File: config.mk
export PLATFORM = sky130hd
export DESIGN_NAME = ppm_decoder
export DESIGN_NICKNAME = d
export VERILOG_FILES = /design/src/rtl/ppm_pkg.sv /design/src/rtl/ppm_pulse_sync.sv /design/src/rtl/ppm_decoder.sv
export SDC_FILE = /design/constraint.sdc
export NUM_CORES = 1
export LEC_CHECK = 0
export CELL_PAD_IN_SITES_DETAIL_PLACEMENT = 1
export CELL_PAD_IN_SITES_GLOBAL_PLACEMENT = 1
export CORE_ASPECT_RATIO = 1.75
export CORE_MARGIN = 4
export CORE_UTILIZATION = 43
export DETAILED_ROUTE_END_ITERATION = 10
export PLACE_DENSITY_LB_ADDON = 0.1
export REMOVE_ABC_BUFFERS = 1
export SLEW_MARGIN = 20
export SYNTH_ARGS = -nofsm -noshare
export SYNTH_HDL_FRONTEND = slang
export SYNTH_SLANG_ARGS = --single-unit
File: constraint.sdc
create_clock -name clk -period 2.55 [get_ports clk]
set_input_delay 0.51 -clock clk [delete_from_list [all_inputs] [get_ports clk]]
set_output_delay 0.51 -clock clk [all_outputs]
set_load 0.01 [all_outputs]
File: src/rtl/ppm_pkg.sv
// Shared definitions for the PPM receive path.
// Holds the decoder FSM state encoding and the synchronizer depth.
// Optional feature macro: PPM_SYNC_EN (see ppm_pulse_sync).
package ppm_pkg;

    typedef enum logic [1:0] {
        IDLE   = 2'd0,
        SEARCH = 2'd1,
        HOLD   = 2'd2
    } state_t;

    localparam int SYNC_STAGES = 2;

endpackage

File: src/rtl/ppm_pulse_sync.sv
// Purpose: sample pulse_in (optionally through a 2-flop synchronizer) and flag rising edges.
// Latency: rise is combinational from the sample; the synchronizer adds SYNC_STAGES cycles.
// Backpressure: none; ena=0 freezes all flops so no edge is lost or invented while stalled.
// Ports: clk, rst (async, active high), ena, pulse_in -> rise (1 on a 0->1 transition of the sample).
// Macro PPM_SYNC_EN: defined = synchronizer in path; undefined = pulse_in used directly.
module ppm_pulse_sync
    import ppm_pkg::*;
(
    input  logic clk,
    input  logic rst,
    input  logic ena,
    input  logic pulse_in,
    output logic rise
);

    logic p;
    logic p_d;

`ifdef PPM_SYNC_EN
    logic [SYNC_STAGES-1:0] sync_q;

    always_ff @(posedge clk or posedge rst) begin
        if (rst) begin
            sync_q <= '0;
        end else if (ena) begin
            sync_q <= {sync_q[SYNC_STAGES-2:0], pulse_in};
        end
    end

    assign p = sync_q[SYNC_STAGES-1];
`else
    assign p = pulse_in;
`endif

    always_ff @(posedge clk or posedge rst) begin
        if (rst) begin
            p_d <= 1'b0;
        end else if (ena) begin
            p_d <= p;
        end
    end

    assign rise = p & ~p_d;

endmodule

File: src/rtl/ppm_decoder.sv
// Purpose: recover the pulse position of one PPM pulse per 2^W-cycle frame aligned by frame_sync.
// Latency: pos_valid rises 1 cycle after the last cycle of the frame (sync at t0 -> valid at t0+2^W).
// Backpressure: pos_valid/pos_data held until pos_ready; a newer result overwrites and pulses err_overrun.
// Ports: clk, rst (async, active high), ena, frame_sync, pulse_in, pos_ready in;
//        pos_data[W-1:0], pos_valid, err_missing, err_multi, err_overrun, locked out.
// Macro PPM_SYNC_EN: inserts the pulse synchronizer; its delay is removed from the captured position.
module ppm_decoder
    import ppm_pkg::*;
#(
    parameter int W          = 8,
    parameter int POS_OFFSET = 0
) (
    input  logic         clk,
    input  logic         rst,
    input  logic         ena,
    input  logic         frame_sync,
    input  logic         pulse_in,
    output logic [W-1:0] pos_data,
    output logic         pos_valid,
    input  logic         pos_ready,
    output logic         err_missing,
    output logic         err_multi,
    output logic         err_overrun,
    output logic         locked
);

`ifdef PPM_SYNC_EN
    localparam int LAT = SYNC_STAGES;
`else
    localparam int LAT = 0;
`endif
    // Total correction applied to the raw count, reduced mod 2^W by truncation.
    localparam logic [W-1:0] CORR    = W'(POS_OFFSET + LAT);
    localparam logic [W-1:0] CNT_MAX = '1;

    state_t       state;
    logic [W-1:0] cnt;
    logic [W-1:0] cnt_eff;
    logic [W-1:0] cap;
    logic [W-1:0] first_pos;
    logic [1:0]   n_edges;
    logic         rise;

    logic         close;
    logic [1:0]   cl_n;
    logic [W-1:0] cl_pos;

    ppm_pulse_sync u_sync (
        .clk      (clk),
        .rst      (rst),
        .ena      (ena),
        .pulse_in (pulse_in),
        .rise     (rise)
    );

    assign cnt_eff = frame_sync ? '0 : cnt;
    assign cap     = cnt_eff - CORR;

    // Summary of the frame being closed this cycle. A natural close (last
    // position) includes this cycle's edge; an early resync does not, because
    // an edge on the sync cycle belongs to the new frame. A sync landing at
    // cnt==0 only realigns: the previous frame already closed on wrap.
    always_comb begin
        close  = 1'b0;
        cl_n   = n_edges;
        cl_pos = first_pos;
        if (state != IDLE) begin
            if (frame_sync) begin
                close = (cnt != '0);
            end else if (cnt == CNT_MAX) begin
                close = 1'b1;
                if (rise) begin
                    cl_n = (n_edges == 2'd2) ? 2'd2 : n_edges + 2'd1;
                    if (n_edges == 2'd0) begin
                        cl_pos = cap;
                    end
                end
            end
        end
    end

    always_ff @(posedge clk or posedge rst) begin
        if (rst) begin
            state       <= IDLE;
            cnt         <= '0;
            first_pos   <= '0;
            n_edges     <= 2'd0;
            pos_data    <= '0;
            pos_valid   <= 1'b0;
            err_missing <= 1'b0;
            err_multi   <= 1'b0;
            err_overrun <= 1'b0;
            locked      <= 1'b0;
        end else if (ena) begin
            err_missing <= 1'b0;
            err_multi   <= 1'b0;
            err_overrun <= 1'b0;
            cnt         <= cnt_eff + W'(1);

            // Frame tracking: a sync always opens a fresh frame at position 0.
            if (frame_sync) begin
                locked  <= 1'b1;
                state   <= rise ? HOLD : SEARCH;
                n_edges <= {1'b0, rise};
                if (rise) begin
                    first_pos <= cap;
                end
            end else if (state != IDLE) begin
                if (cnt == CNT_MAX) begin
                    state   <= SEARCH;
                    n_edges <= 2'd0;
                end else if (rise) begin
                    if (state == SEARCH) begin
                        first_pos <= cap;
                    end
                    state   <= HOLD;
                    n_edges <= (n_edges == 2'd2) ? 2'd2 : n_edges + 2'd1;
                end
            end

            // Result port: an accept drops valid unless a new load lands in the same cycle.
            if (pos_valid && pos_ready) begin
                pos_valid <= 1'b0;
            end
            if (close) begin
                if (cl_n == 2'd0) begin
                    err_missing <= 1'b1;
                end else begin
                    pos_data    <= cl_pos;
                    pos_valid   <= 1'b1;
                    err_multi   <= (cl_n == 2'd2);
                    err_overrun <= pos_valid & ~pos_ready;
                end
            end
        end else begin
            err_missing <= 1'b0;
            err_multi   <= 1'b0;
            err_overrun <= 1'b0;
        end
    end

endmodule

After elaboration in Yosys (flattened, before gate mapping)
Cells that the tools add are included.
Widths: inputs -> output; s select.

storage, ports and cells
  word-level logic and storage cells = 76
  bits in registers = 34

operators by class
  equal/unequal tests = 5
  bitwise logic cells = 5
  multiplexer cells = 40
  add/sub/neg operators = 2
  reduce and logical (&&, ||, !) cells = 13

operators by type and width
  cell                 count
  $mux 8               12
  $mux 2               13
  $mux 1               15
  $add 8x1->8 const B  1
  $eq 8x8->1 const B   1
  $reduce_bool 8->1    1
  $reduce_and 3->1     2
  $reduce_bool 2->1    3
  $reduce_and 5->1     1
  $eq 2x2->1 const B   2
  $logic_not 2->1      2
  $reduce_and 2->1     2
  $not 1->1            3
  $reduce_bool 3->1    1
  $add 2x1->2 const B  1
  $and 1x1->1          2
  $eq 2x1->1 const B   1
  $ne 2x2->1 const B   1
  $logic_and 1x1->1    1

Depth between registers and ports, before layout
  depth in word-level cells = 10
  gate-level depth with buffers = 8

Modules after synthesis
From an unflattened synthesis, not the netlist that was laid out.

unflattened totals
  cells, all modules = 161
  area total of the unflattened synthesis = 1729.2 um2

by module, submodules not included
  module          times used  cells each  area each (um2)  sequential area each (um2)
  ppm_decoder     1           157         1679.1           825.8
  ppm_pulse_sync  1           4           50.0             25.0

Least setup slack after synthesis
Ideal clock, no wire load.

  path kind = input -> register
  start point = in pulse_in
  end point = reg pos_data[0]
  path buffers = 2
  slack = 0.419 ns
  data required time = 2.431 ns
  data arrival time = 2.012 ns
  stages on the path = 7
  cell sequence = nor2b_4 > buf_6 > mux2_4 > mux2_4 > buf_6 > or4_1 > o21a_1

on the way
  cells in the longest elaborated chain, start to end = 8
  elaborated cells on any way between the ends = 12
  those cells by class = mux (8); bitwise (2); reduce/logical (2)

ends and longest elaborated chain
  item                               RTL line              RTL
  start, declared                    ppm_decoder.sv:17     input logic pulse_in,
  $and 1x1->1 (*)                    ppm_pulse_sync.sv:43  assign rise = p & ~p_d;
  $mux 2                             n/a
  $mux 2                             ppm_decoder.sv:70     end else if (cnt == CNT_MAX) begin
  $mux 2                             ppm_decoder.sv:68     if (frame_sync) begin
  $mux 2                             ppm_decoder.sv:67     if (state != IDLE) begin
  $logic_not 2->1                    ppm_decoder.sv:126    if (cl_n == 2'd0) begin
  $not 1->1 (no source line)         n/a
  $reduce_and 3->1 (no source line)  n/a
  end signal, assigned               ppm_decoder.sv:129    pos_data <= cl_pos;
  end, declared                      ppm_decoder.sv:18     output logic [W-1:0] pos_data,

Every way passes the cells marked *; elsewhere a longest branch is shown, timed or not.
A chain may end at the register's enable or synchronous reset.

Final worst setup path
  start point = in frame_sync
  end point = reg pos_data[6]

on the way
  cells in the longest elaborated chain, start to end = 6
  elaborated cells on any way between the ends = 13
  those cells by class = mux (10); bitwise (1); reduce/logical (2)

ends and longest elaborated chain
  item             RTL line           RTL
  start, declared  ppm_decoder.sv:16  input logic frame_sync,
  $mux 8           ppm_decoder.sv:56  assign cnt_eff = frame_sync ? '0 : cnt;
  $mux 8           ppm_decoder.sv:74  if (n_edges == 2'd0) begin
  $mux 8           ppm_decoder.sv:72  if (rise) begin
  $mux 8           ppm_decoder.sv:70
  $mux 8           ppm_decoder.sv:68
  $mux 8           ppm_decoder.sv:67

Parallel ways exist; a longest one is shown, timed or not.

==> results by group <==
Flow run
  • Max-cap violations: 0

Placement
  • DP HPWL: 2.650 mm
  • Routability congestion estimate: 0.7946
  • DP Worst Slack: 0.02690 ns
  • Port bufs: 18
  • Dpl cell area: 1916 sq um

Layout
  • Area Growth Syn to Fin: 19.88%
  • Finished Core Util: 0.5423
  • Layout cells sized above 1: 0.1910
  • Nets: 185
  • Number of inserted diodes: 0
  • Post-route design area: 2007 sq um

Synth
  • Synth Flop Type: dfrtp_1
  • Synthesized flop and latch total: 34
  • Cell with the most instances after synthesis: dfrtp_1
  • Simple-gate share of the synthesized area: 0.2055
  • Cell count after synthesis: 153
  • Register area share after synthesis: 0.5082
  • Leading area contributor after synthesis: dfrtp_1
  • Post-synthesis compound-gate area fraction: 0.1435
  • Largest family of logic cells by synthesized area: simple AND/OR/NAND/NOR gates
  • Synth area leaders: dfrtp_1 51%, mux2_2 6.7%, o21a_1 3.6%
  • Yosys top cell area share: 0.5082
  • Mux contribution to synthesized area: 0.08520
  • Post-synth top cells: 34 x dfrtp_1, 12 x nor2_1, 10 x mux2_2
  • Post-synth EDFFs: 0
  • Post-synth design cell area: 1674 sq um
  • Async S/R FF share, synth: 1.000
  • Cell variety after synth: 38
  • Post-Synth XOR/XNOR Area: 0
  • Adder-Cell Fraction of Synth Area: 0.01495
  • Synthesis Warnings: 0
  • Synthesized area per cell: 10.94 sq um

Worst setup path
  • Worst Setup End Kind: flop
  • CP startpoint kind: input pin
  • Kind of critical path: input pin to flop
  • Worst EP arrival: 2.40 ns
  • Reg2reg start: n_edges[1]
  • Crit path to: pos_data[6]
  • CP Data Required Time: 2.73 ns
  • Reg2reg path depth: 7
  • CP Max Fanout: 11
  • Worst Setup SP: frame_sync
  • Register-to-register setup slack: 0.43 ns
  • Worst R2R End: pos_data[6]

Route
  • Post-route ant nets: 0
  • Pre-Repair DR Iteration Count: 4
  • Vias: 1265
  • Routed wirelength normalized by instance count: 15.80 um
  • DR DRC count: 0
  • Iteration-0 DRC Markers: 7
  • Routed wire length: 3.539 mm
  • Via density per instance: 5.647

GRT
  • Number of global-route vias before repair: 1368
  • Largest net degree at the start of global routing: 35
  • Antenna violations before repair: 0
  • Congestion Overflow GR: 0
  • First-pass GRT wire length: 6.044 mm
  • Global Route Usage Sum: 0.1638

Clock network
  • Hold buffers post-CTS: 0
  • Post_cts resized: 0
  • # H-tree levels: 2
  • Skew-Pair Late Insertion Delay: 0.29 ns
  • Clock Root Buffer: clkbuf_8
  • Largest buffer count on any clock path: 2
  • Setup Fix Bufs, Post-CTS: 0
  • Clk slew on worst S/H paths: 0.07 ns
  • TritonCTS clock tree: built
  • Total CTS buffers: 5
  • Clock sink total: 34

Run status
  • Status: complete, no violations

Power
  • Static Leak: 0.8913 nW
  • Power density over cell area: 788.2 nW/um^2
  • Final Power: 1.582 mW
  • Peak supply drop: 402.7 uV

Floorplanning
  • Die height: 90.54 um
  • Die ar.: 4995 sq um
  • Placeable Area: 3701 sq um
  • Initial Util: 0.4523
  • Die Wd: 55.17 um
  • # IOs: 19
  • Rows: 29

STA
  • FMAX: 449.7 MHz
  • Final TNS setup: 0 ns
  • Final Max Tran Viols: 0
  • Worst-Margin Slew: 0.4496 ns
  • Setup Viol. Count Final: 0
  • Endpoints failing hold: 0
  • Worst Skew: 0.004082 ns
  • RSZ-0062 raised after global routing: false
  • Relative slew slack: 0.6994
  • Final period util: 0.8720
  • Final setup margin: 0.3264 ns
  • Min Tclk post-route: 2.224 ns

Hold path
  • Hold Path Origin: locked
  • HP Class: flop to flop
flip-flops by register name, indices dropped and copies added (netlist names):
| register | count |
|---|---|
| locked | 1 |
| cnt | 8 |
| err_multi | 1 |
| u_sync.p_d | 1 |
| err_overrun | 1 |
| n_edges | 2 |
| state | 2 |
| pos_data | 8 |
| pos_valid | 1 |
| first_pos | 8 |
| err_missing | 1 |
worst max-delay path, cell delays in order:
cell             delay, ns
clkdlybuf4s50_1       0.42
nor2b_1               0.18
nor4b_4               0.27
mux2_4                0.38
or4_1                 0.52
o21a_1                0.12
how the worst min path moves through the flow:
| stage | depth (start not counted) | end | slack (ns) |
|---|---|---|---|
| 3_3_place_gp | 1 | locked | 0.44 |
| 5_1_grt | 1 | locked | 0.50 |
| 3_5_place_dp | 1 | locked | 0.47 |
| 6_report | 1 | locked | 0.47 |
| 4_1_cts | 1 | locked | 0.48 |
| 2_1_floorplan | 1 | first_pos[0] | 0.47 |
cell type report:
type	count	area, sq um
Fill cell	416	1694
Sequential cell	34	850.8
Multi-Input combinational cell	104	752.0
Timing Repair Buffer	24	225.2
Clock buffer	7	86.33
Tap cell	46	57.56
Inverter	8	30.03
Clock inverter	1	5.005
through the flow:
step                      hold WS [ns]  instances
after floorplan                 0.4709        146
after global placement          0.4410        216
after detailed placement        0.4660        216
after CTS                       0.4817        224
after global routing            0.5047        224
final                           0.4716        224
cell usage in the layout (no fill, tap or decap), types with 2 or more instances in the layout:
cell type and instances:
nor2b_1 7, o21a_1 8, nand3_1 2, dfrtp_1 34
nand4b_1 2, and3_1 2, o21ai_0 8, a21o_1 3
ha_1 2, a21oi_1 7, a22o_1 3, clkbuf_8 6
clkdlybuf4s50_1 18, mux2_4 2, or4_1 8, nor2_1 12
mux2_2 10, buf_4 6, nand2_1 9, inv_1 8
power by group:
part           total (mW)  switching, mW  leakage [nW]  internal [mW]
registers           0.725         0.0714         0.434          0.654
clock network       0.410          0.193        0.0482          0.218
logic               0.446          0.187         0.409          0.259
cells by family (layout without fill, tap and decap cells):
group | Yosys count | after routing
buffers and inverters | 15 | 40
AND/OR/NAND/NOR | 55 | 55
multiplexers | 12 | 12
adder cells (fa/ha/maj) | 2 | 2
flip-flops | 34 | 34
AO/OA/AOI/OAI | 35 | 35
per-layer routing:
| metal | track usage | up-vias | part of all wire |
|---|---|---|---|
| met5 | 0 | - | 0 |
| met4 | 0.07911 | 0 | 0.025 |
| met3 | 0.04132 | 7 | 0.031 |
| met2 | 0.2777 | 20 | 0.55 |
| met1 | 0.1780 | 640 | 0.39 |
| li1 | - | 598 | - |
Note: power is estimated with default switching activity, not from simulation.
